--- src/rtl/ps2_pkg.sv ---
// Shared types and constants for the PS/2 device-to-host frame receiver.
package ps2_pkg;

    typedef enum logic [1:0] {IDLE, DATA, PARITY, STOP} ps2_state_t;

    localparam logic [7:0] PS2_PREFIX_EXT = 8'hE0;
    localparam logic [7:0] PS2_PREFIX_BRK = 8'hF0;
    localparam int         PS2_FRAME_BITS = 11;

endpackage

--- src/rtl/ps2_sync_filter.sv ---
// Synchronises the raw PS/2 pins into the system clock domain and debounces
// the PS/2 clock, producing a one-cycle pulse on each filtered falling edge.
module ps2_sync_filter #(
    parameter int FILTER_LEN = 8
) (
    input  logic clock,
    input  logic reset,
    input  logic ps2_clock,
    input  logic ps2_data,
    output logic clk_filt,
    output logic data_sync,
    output logic fall
);

    logic [1:0]            clk_sync;
    logic [1:0]            dat_sync;
    logic [FILTER_LEN-1:0] clk_hist;
    logic                  clk_filt_prev;

    // The idle level of both PS/2 lines is high, so everything resets to 1
    // to avoid a phantom falling edge when reset is released.
    always_ff @(posedge clock or posedge reset) begin
        if (reset) begin
            clk_sync      <= 2'b11;
            dat_sync      <= 2'b11;
            clk_hist      <= '1;
            clk_filt      <= 1'b1;
            clk_filt_prev <= 1'b1;
        end else begin
            // NOTE: every register here uses <= so all of them sample the
            // values from before this edge; blocking = would collapse the
            // two synchroniser stages into one.
            clk_sync      <= {clk_sync[0], ps2_clock};
            dat_sync      <= {dat_sync[0], ps2_data};
            clk_hist      <= {clk_hist[FILTER_LEN-2:0], clk_sync[1]};
            clk_filt_prev <= clk_filt;
            if (clk_hist == '0) begin
                clk_filt <= 1'b0;
            end else if (&clk_hist) begin
                clk_filt <= 1'b1;
            end
        end
    end

    assign data_sync = dat_sync[1];
    assign fall      = clk_filt_prev & ~clk_filt;

endmodule

--- src/rtl/ps2_frame_rx.sv ---
// PS/2 frame receiver: start/8 data/odd parity/stop assembly with timeout.
// Optional feature macro PS2_RX_PREFIX_EN absorbs E0/F0 prefixes into is_ext/is_break.
module ps2_frame_rx
    import ps2_pkg::*;
#(
    parameter int FILTER_LEN     = 8,
    parameter int TIMEOUT_CYCLES = 200000,
    parameter int TO_W           = 18
) (
    input  logic       clock,
    input  logic       reset,
    input  logic       ps2_clock,
    input  logic       ps2_data,
    output logic [7:0] code,
    output logic       code_valid,
    output logic       parity_err,
    output logic       frame_err,
    output logic       busy
`ifdef PS2_RX_PREFIX_EN
    ,
    output logic       is_break,
    output logic       is_ext
`endif
);

    localparam logic [TO_W-1:0] TO_LAST = TO_W'(TIMEOUT_CYCLES - 1);

    logic             clk_filt;
    logic             data_sync;
    logic             fall;
    logic             edge_fall;

    ps2_state_t       state_q, state_d;
    logic [7:0]       shift_q, shift_d;
    logic [2:0]       bit_cnt_q, bit_cnt_d;
    logic             par_q, par_d;
    logic [TO_W-1:0]  to_cnt;
    logic             timeout;
    logic [7:0]       code_d;
    logic             valid_d, perr_d, ferr_d;
`ifdef PS2_RX_PREFIX_EN
    logic             ext_pend, ext_pend_d;
    logic             brk_pend, brk_pend_d;
    logic             is_ext_d, is_break_d;
`endif

    ps2_sync_filter #(.FILTER_LEN(FILTER_LEN)) u_sync_filter (
        .clock     (clock),
        .reset     (reset),
        .ps2_clock (ps2_clock),
        .ps2_data  (ps2_data),
        .clk_filt  (clk_filt),
        .data_sync (data_sync),
        .fall      (fall)
    );

    assign edge_fall = fall & ~clk_filt;
    assign timeout   = (state_q != IDLE) && !edge_fall && (to_cnt == TO_LAST);
    assign busy      = (state_q != IDLE);

    always_comb begin
        // NOTE: every signal driven here gets a default first, so no path
        // through the case statement can leave one unassigned (no latches).
        state_d   = state_q;
        shift_d   = shift_q;
        bit_cnt_d = bit_cnt_q;
        par_d     = par_q;
        code_d    = code;
        valid_d   = 1'b0;
        perr_d    = 1'b0;
        ferr_d    = 1'b0;
`ifdef PS2_RX_PREFIX_EN
        ext_pend_d = ext_pend;
        brk_pend_d = brk_pend;
        is_ext_d   = 1'b0;
        is_break_d = 1'b0;
`endif
        if (timeout) begin
            state_d = IDLE;
            ferr_d  = 1'b1;
        end else if (edge_fall) begin
            unique case (state_q)
                IDLE: begin
                    if (!data_sync) begin
                        shift_d   = '0;
                        bit_cnt_d = '0;
                        state_d   = DATA;
                    end
                end
                DATA: begin
                    shift_d   = {data_sync, shift_q[7:1]};
                    bit_cnt_d = bit_cnt_q + 3'd1;
                    if (bit_cnt_q == 3'd7) state_d = PARITY;
                end
                PARITY: begin
                    par_d   = data_sync;
                    state_d = STOP;
                end
                STOP: begin
                    state_d = IDLE;
                    if (!data_sync) begin
                        ferr_d = 1'b1;
                    end else if (!(^{shift_q, par_q})) begin
                        perr_d = 1'b1;
                    end else begin
`ifdef PS2_RX_PREFIX_EN
                        if (shift_q == PS2_PREFIX_EXT) begin
                            ext_pend_d = 1'b1;
                        end else if (shift_q == PS2_PREFIX_BRK) begin
                            brk_pend_d = 1'b1;
                        end else begin
                            code_d     = shift_q;
                            valid_d    = 1'b1;
                            is_ext_d   = ext_pend;
                            is_break_d = brk_pend;
                            ext_pend_d = 1'b0;
                            brk_pend_d = 1'b0;
                        end
`else
                        code_d  = shift_q;
                        valid_d = 1'b1;
`endif
                    end
                end
                default: state_d = IDLE;
            endcase
        end
`ifdef PS2_RX_PREFIX_EN
        if (ferr_d || perr_d) begin
            ext_pend_d = 1'b0;
            brk_pend_d = 1'b0;
        end
`endif
    end

    always_ff @(posedge clock or posedge reset) begin
        if (reset) begin
            state_q    <= IDLE;
            shift_q    <= '0;
            bit_cnt_q  <= '0;
            par_q      <= 1'b0;
            to_cnt     <= '0;
            code       <= '0;
            code_valid <= 1'b0;
            parity_err <= 1'b0;
            frame_err  <= 1'b0;
        end else begin
            state_q    <= state_d;
            shift_q    <= shift_d;
            bit_cnt_q  <= bit_cnt_d;
            par_q      <= par_d;
            to_cnt     <= (state_q == IDLE || edge_fall) ? '0 : to_cnt + 1'b1;
            code       <= code_d;
            code_valid <= valid_d;
            parity_err <= perr_d;
            frame_err  <= ferr_d;
        end
    end

`ifdef PS2_RX_PREFIX_EN
    always_ff @(posedge clock or posedge reset) begin
        if (reset) begin
            ext_pend <= 1'b0;
            brk_pend <= 1'b0;
            is_ext   <= 1'b0;
            is_break <= 1'b0;
        end else begin
            ext_pend <= ext_pend_d;
            brk_pend <= brk_pend_d;
            is_ext   <= is_ext_d;
            is_break <= is_break_d;
        end
    end
`endif

endmodule

--- config.mk ---
export PLATFORM = sky130hd
export DESIGN_NAME = ps2_frame_rx
export DESIGN_NICKNAME = d
export VERILOG_FILES = /design/src/rtl/ps2_pkg.sv /design/src/rtl/ps2_sync_filter.sv /design/src/rtl/ps2_frame_rx.sv
export SDC_FILE = /design/constraint.sdc
export NUM_CORES = 1
export LEC_CHECK = 0
export ABC_AREA = 1
export CAP_MARGIN = 10
export CORE_UTILIZATION = 50
export DETAILED_ROUTE_END_ITERATION = 10
export PLACE_DENSITY = 0.68
export RECOVER_POWER = 25
export SLEW_MARGIN = 20
export SYNTH_ARGS = -nofsm -noshare
export SYNTH_HDL_FRONTEND = slang
export SYNTH_SLANG_ARGS = --single-unit
export TNS_END_PERCENT = 1
--- constraint.sdc ---
create_clock -name clock -period 2.2 [get_ports clock]
set_clock_uncertainty 0.05 [all_clocks]
set_input_delay 0.44 -clock clock [delete_from_list [all_inputs] [get_ports clock]]
set_output_delay 0.44 -clock clock [all_outputs]
set_load 0.005 [all_outputs]
[Word level (Yosys, flattened, before mapping)]
Cells that the tools add are included.
Cells by class
  add/sub/neg operators: 2
  equality and inequality tests: 8
  muxes and demuxes: 26
  bitwise operators: 4
  reductions and logical operators: 16
Operators with widths (count)
  $add A18 B1 Y18 const B: 1
  $eq A18 B18 Y1 const B: 1
  $mux W18: 1
  $mux W1: 16
  $pmux W8 S2: 1
  $reduce_xor A9 Y1: 1
  $logic_not A8 Y1: 1
  $mux W2: 4
  $mux W8: 1
  $pmux W2 S4: 1
  $reduce_and A8 Y1: 1
  $reduce_bool A2 Y1: 4
  $ne A3 B3 Y1 const B: 2
  $pmux W3 S2: 1
  $reduce_and A3 Y1: 2
  $reduce_and A5 Y1: 1
  $eq A2 B2 Y1 const B: 2
  $reduce_and A4 Y1: 1
  $add A3 B1 Y3 const B: 1
  $eq A3 B3 Y1 const B: 1
  $mux W3: 1
  $and A1 B1 Y1: 2
  $eq A2 B1 Y1 const B: 1
  $logic_and A1 B1 Y1: 2
  other kinds (5): 6
Storage, ports and cells
  register bits: 57
  bits of input ports: 4
  output and inout port bits: 12
  logic and storage cells: 70

[Depth between registers and ports, before layout]
  depth after elaboration: 8
  depth in mapped cells: 12
  mapped depth without buffers: 12

[Modules after synthesis]
From an unflattened synthesis, not the netlist that was laid out.
Unflattened totals
  cells, all modules: 319
  area total of the unflattened synthesis: 2705.1 um^2
By module, submodules not included
  ps2_frame_rx: times used 1, cells each 286, area an instance 2264.7 um^2, seq. area each 1076.0 um^2
  ps2_sync_filter: times used 1, cells each 33, area an instance 440.4 um^2, seq. area each 367.9 um^2

[Worst setup path after synthesis]
OpenSTA, ideal clock, no wires.
  path kind: register to register
  start point: reg state_q[0]
  end point: reg state_q[0]
  library setup time: 113 ps
  data arrival time: 1286 ps
  required time: 2037 ps
  setup slack: 751 ps
  cell stages (with the launch flop): 9
  path buffers: 0
  period minus slack after synthesis: 1449 ps
  cells stage by stage: dfrtp_1 -> inv_1 -> ha_1 -> nor2_4 -> inv_1 -> nor4_1 -> nand3b_1 -> nand2_1 -> inv_1
On the way
  word-level cells in the longest chain between the ends: 5
  elaborated cells on any way between the ends: 14
  classes of those cells: eq/ne (5); mux (3); reduce/logical (6)
RTL lines
  start: declaration: line ps2_frame_rx.sv:33  | ps2_state_t state_q, state_d;
  start signal: assignment: line ps2_frame_rx.sv:148  | state_q <= state_d;
  parallel branches: the longest is 5 deep, another holds $pmux W2 S4
Parallel ways; which one is timed is not known. The select of a mux whose other input is x is not followed.
A chain may end at the register's enable or synchronous reset.

[Worst setup path in the final report]
  start point: reg state_q[0]
  end point: out busy
On the way
  word-level cells in the longest chain between the ends: 1
RTL lines
  $reduce_bool A2 Y1: line ps2_frame_rx.sv:59  | assign busy = (state_q != IDLE);
  end: declaration: line ps2_frame_rx.sv:18  | output logic busy
Every way passes these cells.

==> impl_metrics.yaml <==
floorplan:
  core_mm2: 0.00507
  die_area_mm2: 0.00556
  die_h_um: 74.6
  start_util: 0.519
  placementRows: 26
  pin_count: 16
  die_w_um: 74.6
synthesis:
  synth_seq_cells: 57
  synthArstFlopShare: 1.00
  synth_top_area_share: 0.409
  ys_top_cells_by_area: "dfrtp_1 41%, dfstp_2 14%, nand2_1 10%"
  ys_top_cells_by_count: "72 x nand2_1, 44 x inv_1, 43 x dfrtp_1"
  ys_seq_area_frac: 0.548
  synth_cells: 295
  syn_area_per_cell_um2: 8.92
  synth-edff-count: 0
  yosys.cell_count.top_type: "nand2_1"
  synth_fp_nets: 307
  yosysTopAreaCell: "dfrtp_1"
  ys_warn_count: 0
  yosysUniqueCellTypes: 31
  ys.flop_type: "dfrtp_1"
  synth_area_mm2: 0.00263
clock_tree:
  clk_latency_ns: 0.33
  cts_tree: "built"
  numCtsBuffers: 9
  clock_sinks: 57
  clkTransAtPathRegs_ns: 0.06
  cts_root_buf: "clkbuf_8"
  clk_path_buf_depth: 2
  cts_hold_buf: 0
  htreeDepth: 3
routing:
  post-route-drc-count: 0
  viasPerCell: 4.89
  routedWlPerCell_um: 11.3
  vias: 1942
  drtIter0Drc: 96
  ant_nets: 0
  wirelength_mm: 4.48
  drtPass1Iterations: 4
grt:
  grt_pass1_wl_mm: 7.77
  track_usage: 0.190
  grt_pass1_vias: 1774
  antenna_found_initial: 0
  grt_overflow: 0
  grt_start_max_net_pins: 58
timing:
  tightest_slew_ns: 1.35
  max_freq_mhz: 483
  hold_slack_ns: 0.306
  slew_violations: 0
  min_period_ns: 2.07
  rsz0062_at_grt: "false"
  hold_viol_final: 0
  slew-limit-headroom: 0.103
  fin_ws_ns: 0.131
  setup_violations: 0
  fin_crit_sh: 0.940
  setup_tns_ns: 0
placement:
  portBuffers: 15
  hpwl_mm: 3.20
  gp_congestion: 0.842
  dp_slack_ns: 0.415
final_layout:
  antenna_cells: 0
  syn_to_final_growth_pct: 18.8
  finalNetCount: 334
  drive_gt1_frac: 0.138
  nFillCells: 459
worst_setup_path:
  cp_slowest_cell: "clkdlybuf4s50_1"
  critPathKind: "reg2out"
  worstPathRequired_ns: 1.71
  startpoint_type: "register"
  cp_max_fo: 4
  slowest_delay_ns: 0.50
  worstSetupEndpointType: "output port"
  r2r_cells: 8
  crit_chain: "inv_1, ha_2, inv_1, clkdlybuf4s50_1"
  r2r_slack_ns: 0.57
  crit_arrival_ns: 1.58
  crit_path_frequent_cell: "inv_1"
hold_path:
  holdPathStages: 0
  holdCritPathClass: "reg2reg"
job:
  cap_violations: 0
pwr:
  worst_ir_drop_vdd_uv: 579
  p_per_area_mw_per_mm2: 950
  p_leak_uw: 0.00147
run_status:
  status: "finished, final reports clean"
-- sequential cells by signal (all words and copies together), names as in the netlist --
name                         flops
code_valid                       1
bit_cnt_q                        3
shift_q                          8
u_sync_filter.clk_sync           2
u_sync_filter.clk_hist           8
u_sync_filter.clk_filt           1
frame_err                        1
parity_err                       1
par_q                            1
u_sync_filter.dat_sync           2
u_sync_filter.clk_filt_prev      1
to_cnt                          18
state_q                          2
code                             8
-- critical path, delay by kind of cell, from the launching register on --
kind | cells | cell delay, ns
fa+ha+maj | 1 | 0.22
buf+inv | 3 | 0.66
flops | 1 | 0.37
-- layout make-up --
cell class | instances | area, um2 | share of cell area
timing repair buffer | 18 | 170 | 0.0544
inverter | 47 | 176 | 0.0564
tap | 70 | 87.6 | 0.0280
clock inverter | 5 | 103 | 0.0328
multi-input combinational | 189 | 1000 | 0.321
sequential | 57 | 1440 | 0.462
clock buffer | 11 | 141 | 0.0452
-- power breakdown --
group          internal [uW]  leakage (uW)  switching [uW]  total [uW]
Combinational            206      0.000615             366         572
Clock                    781      0.000120             404        1190
Sequential              1140      0.000739            71.9        1210
Total                   2130       0.00147             842        2970
-- layer usage --
metal	GRT usage	up-vias	part of all wire
met1	0.236	897	0.46
met4	0.0881	0	0.015
met3	0.0610	8	0.036
met2	0.302	35	0.49
li1	-	1002	-
met5	0	-	0
-- cell families after synthesis --
kind of cell,Yosys count,share of synthesized area
simple gates,150,0.274
compound gates,28,0.0589
flops,57,0.548
fa+ha+maj,8,0.0380
xor+xnor,3,0.00998
buf+inv,49,0.0708
-- layout by cell type (no fill, tap or decap), types with 3 or more instances in the layout --
master,count
a21oi_1,6
bufinv_16,3
clkbuf_8,10
clkdlybuf4s50_1,12
dfrtp_1,43
dfstp_1,7
dfstp_2,7
dlygate4sd3_1,3
ha_1,7
inv_1,43
nand2_1,72
nand3_1,25
nand4_1,5
nor2_1,21
nor2_2,4
nor2_4,4
nor4_1,4
o21ai_0,10
o22ai_1,8
-- per-stage QoR --
step                      power (uW)  cells  utilization  area (um2)
final                           2970    397        0.616        3130
after global routing            3140    397        0.616        3130
after CTS                       3010    397        0.619        3140
after detailed placement        1810    381        0.571        2900
after global placement          1800    381        0.571        2900
after floorplan                 1650    295            -        2630
-- final timing paths --
path                                                     startpoint                                   to
worst max-delay path                         state_q[0]$_DFFE_PP0P_                                 busy
worst min-delay path            u_sync_filter.dat_sync[0]$_DFF_PP1_  u_sync_filter.dat_sync[1]$_DFF_PP1_
worst max register to register               state_q[0]$_DFFE_PP0P_               state_q[0]$_DFFE_PP0P_
worst min register to register  u_sync_filter.dat_sync[0]$_DFF_PP1_  u_sync_filter.dat_sync[1]$_DFF_PP1_
max in group asynchronous                                     reset               state_q[0]$_DFFE_PP0P_
min in group asynchronous                                     reset                  code[1]$_DFFE_PP0P_
-- timing repair --
item / CTS / global route
gates resized for setup: 0 / 1
setup endpoints to repair: 0 / 1
setup buffers: 0 / 0
(Power assumes the default switching activity.)
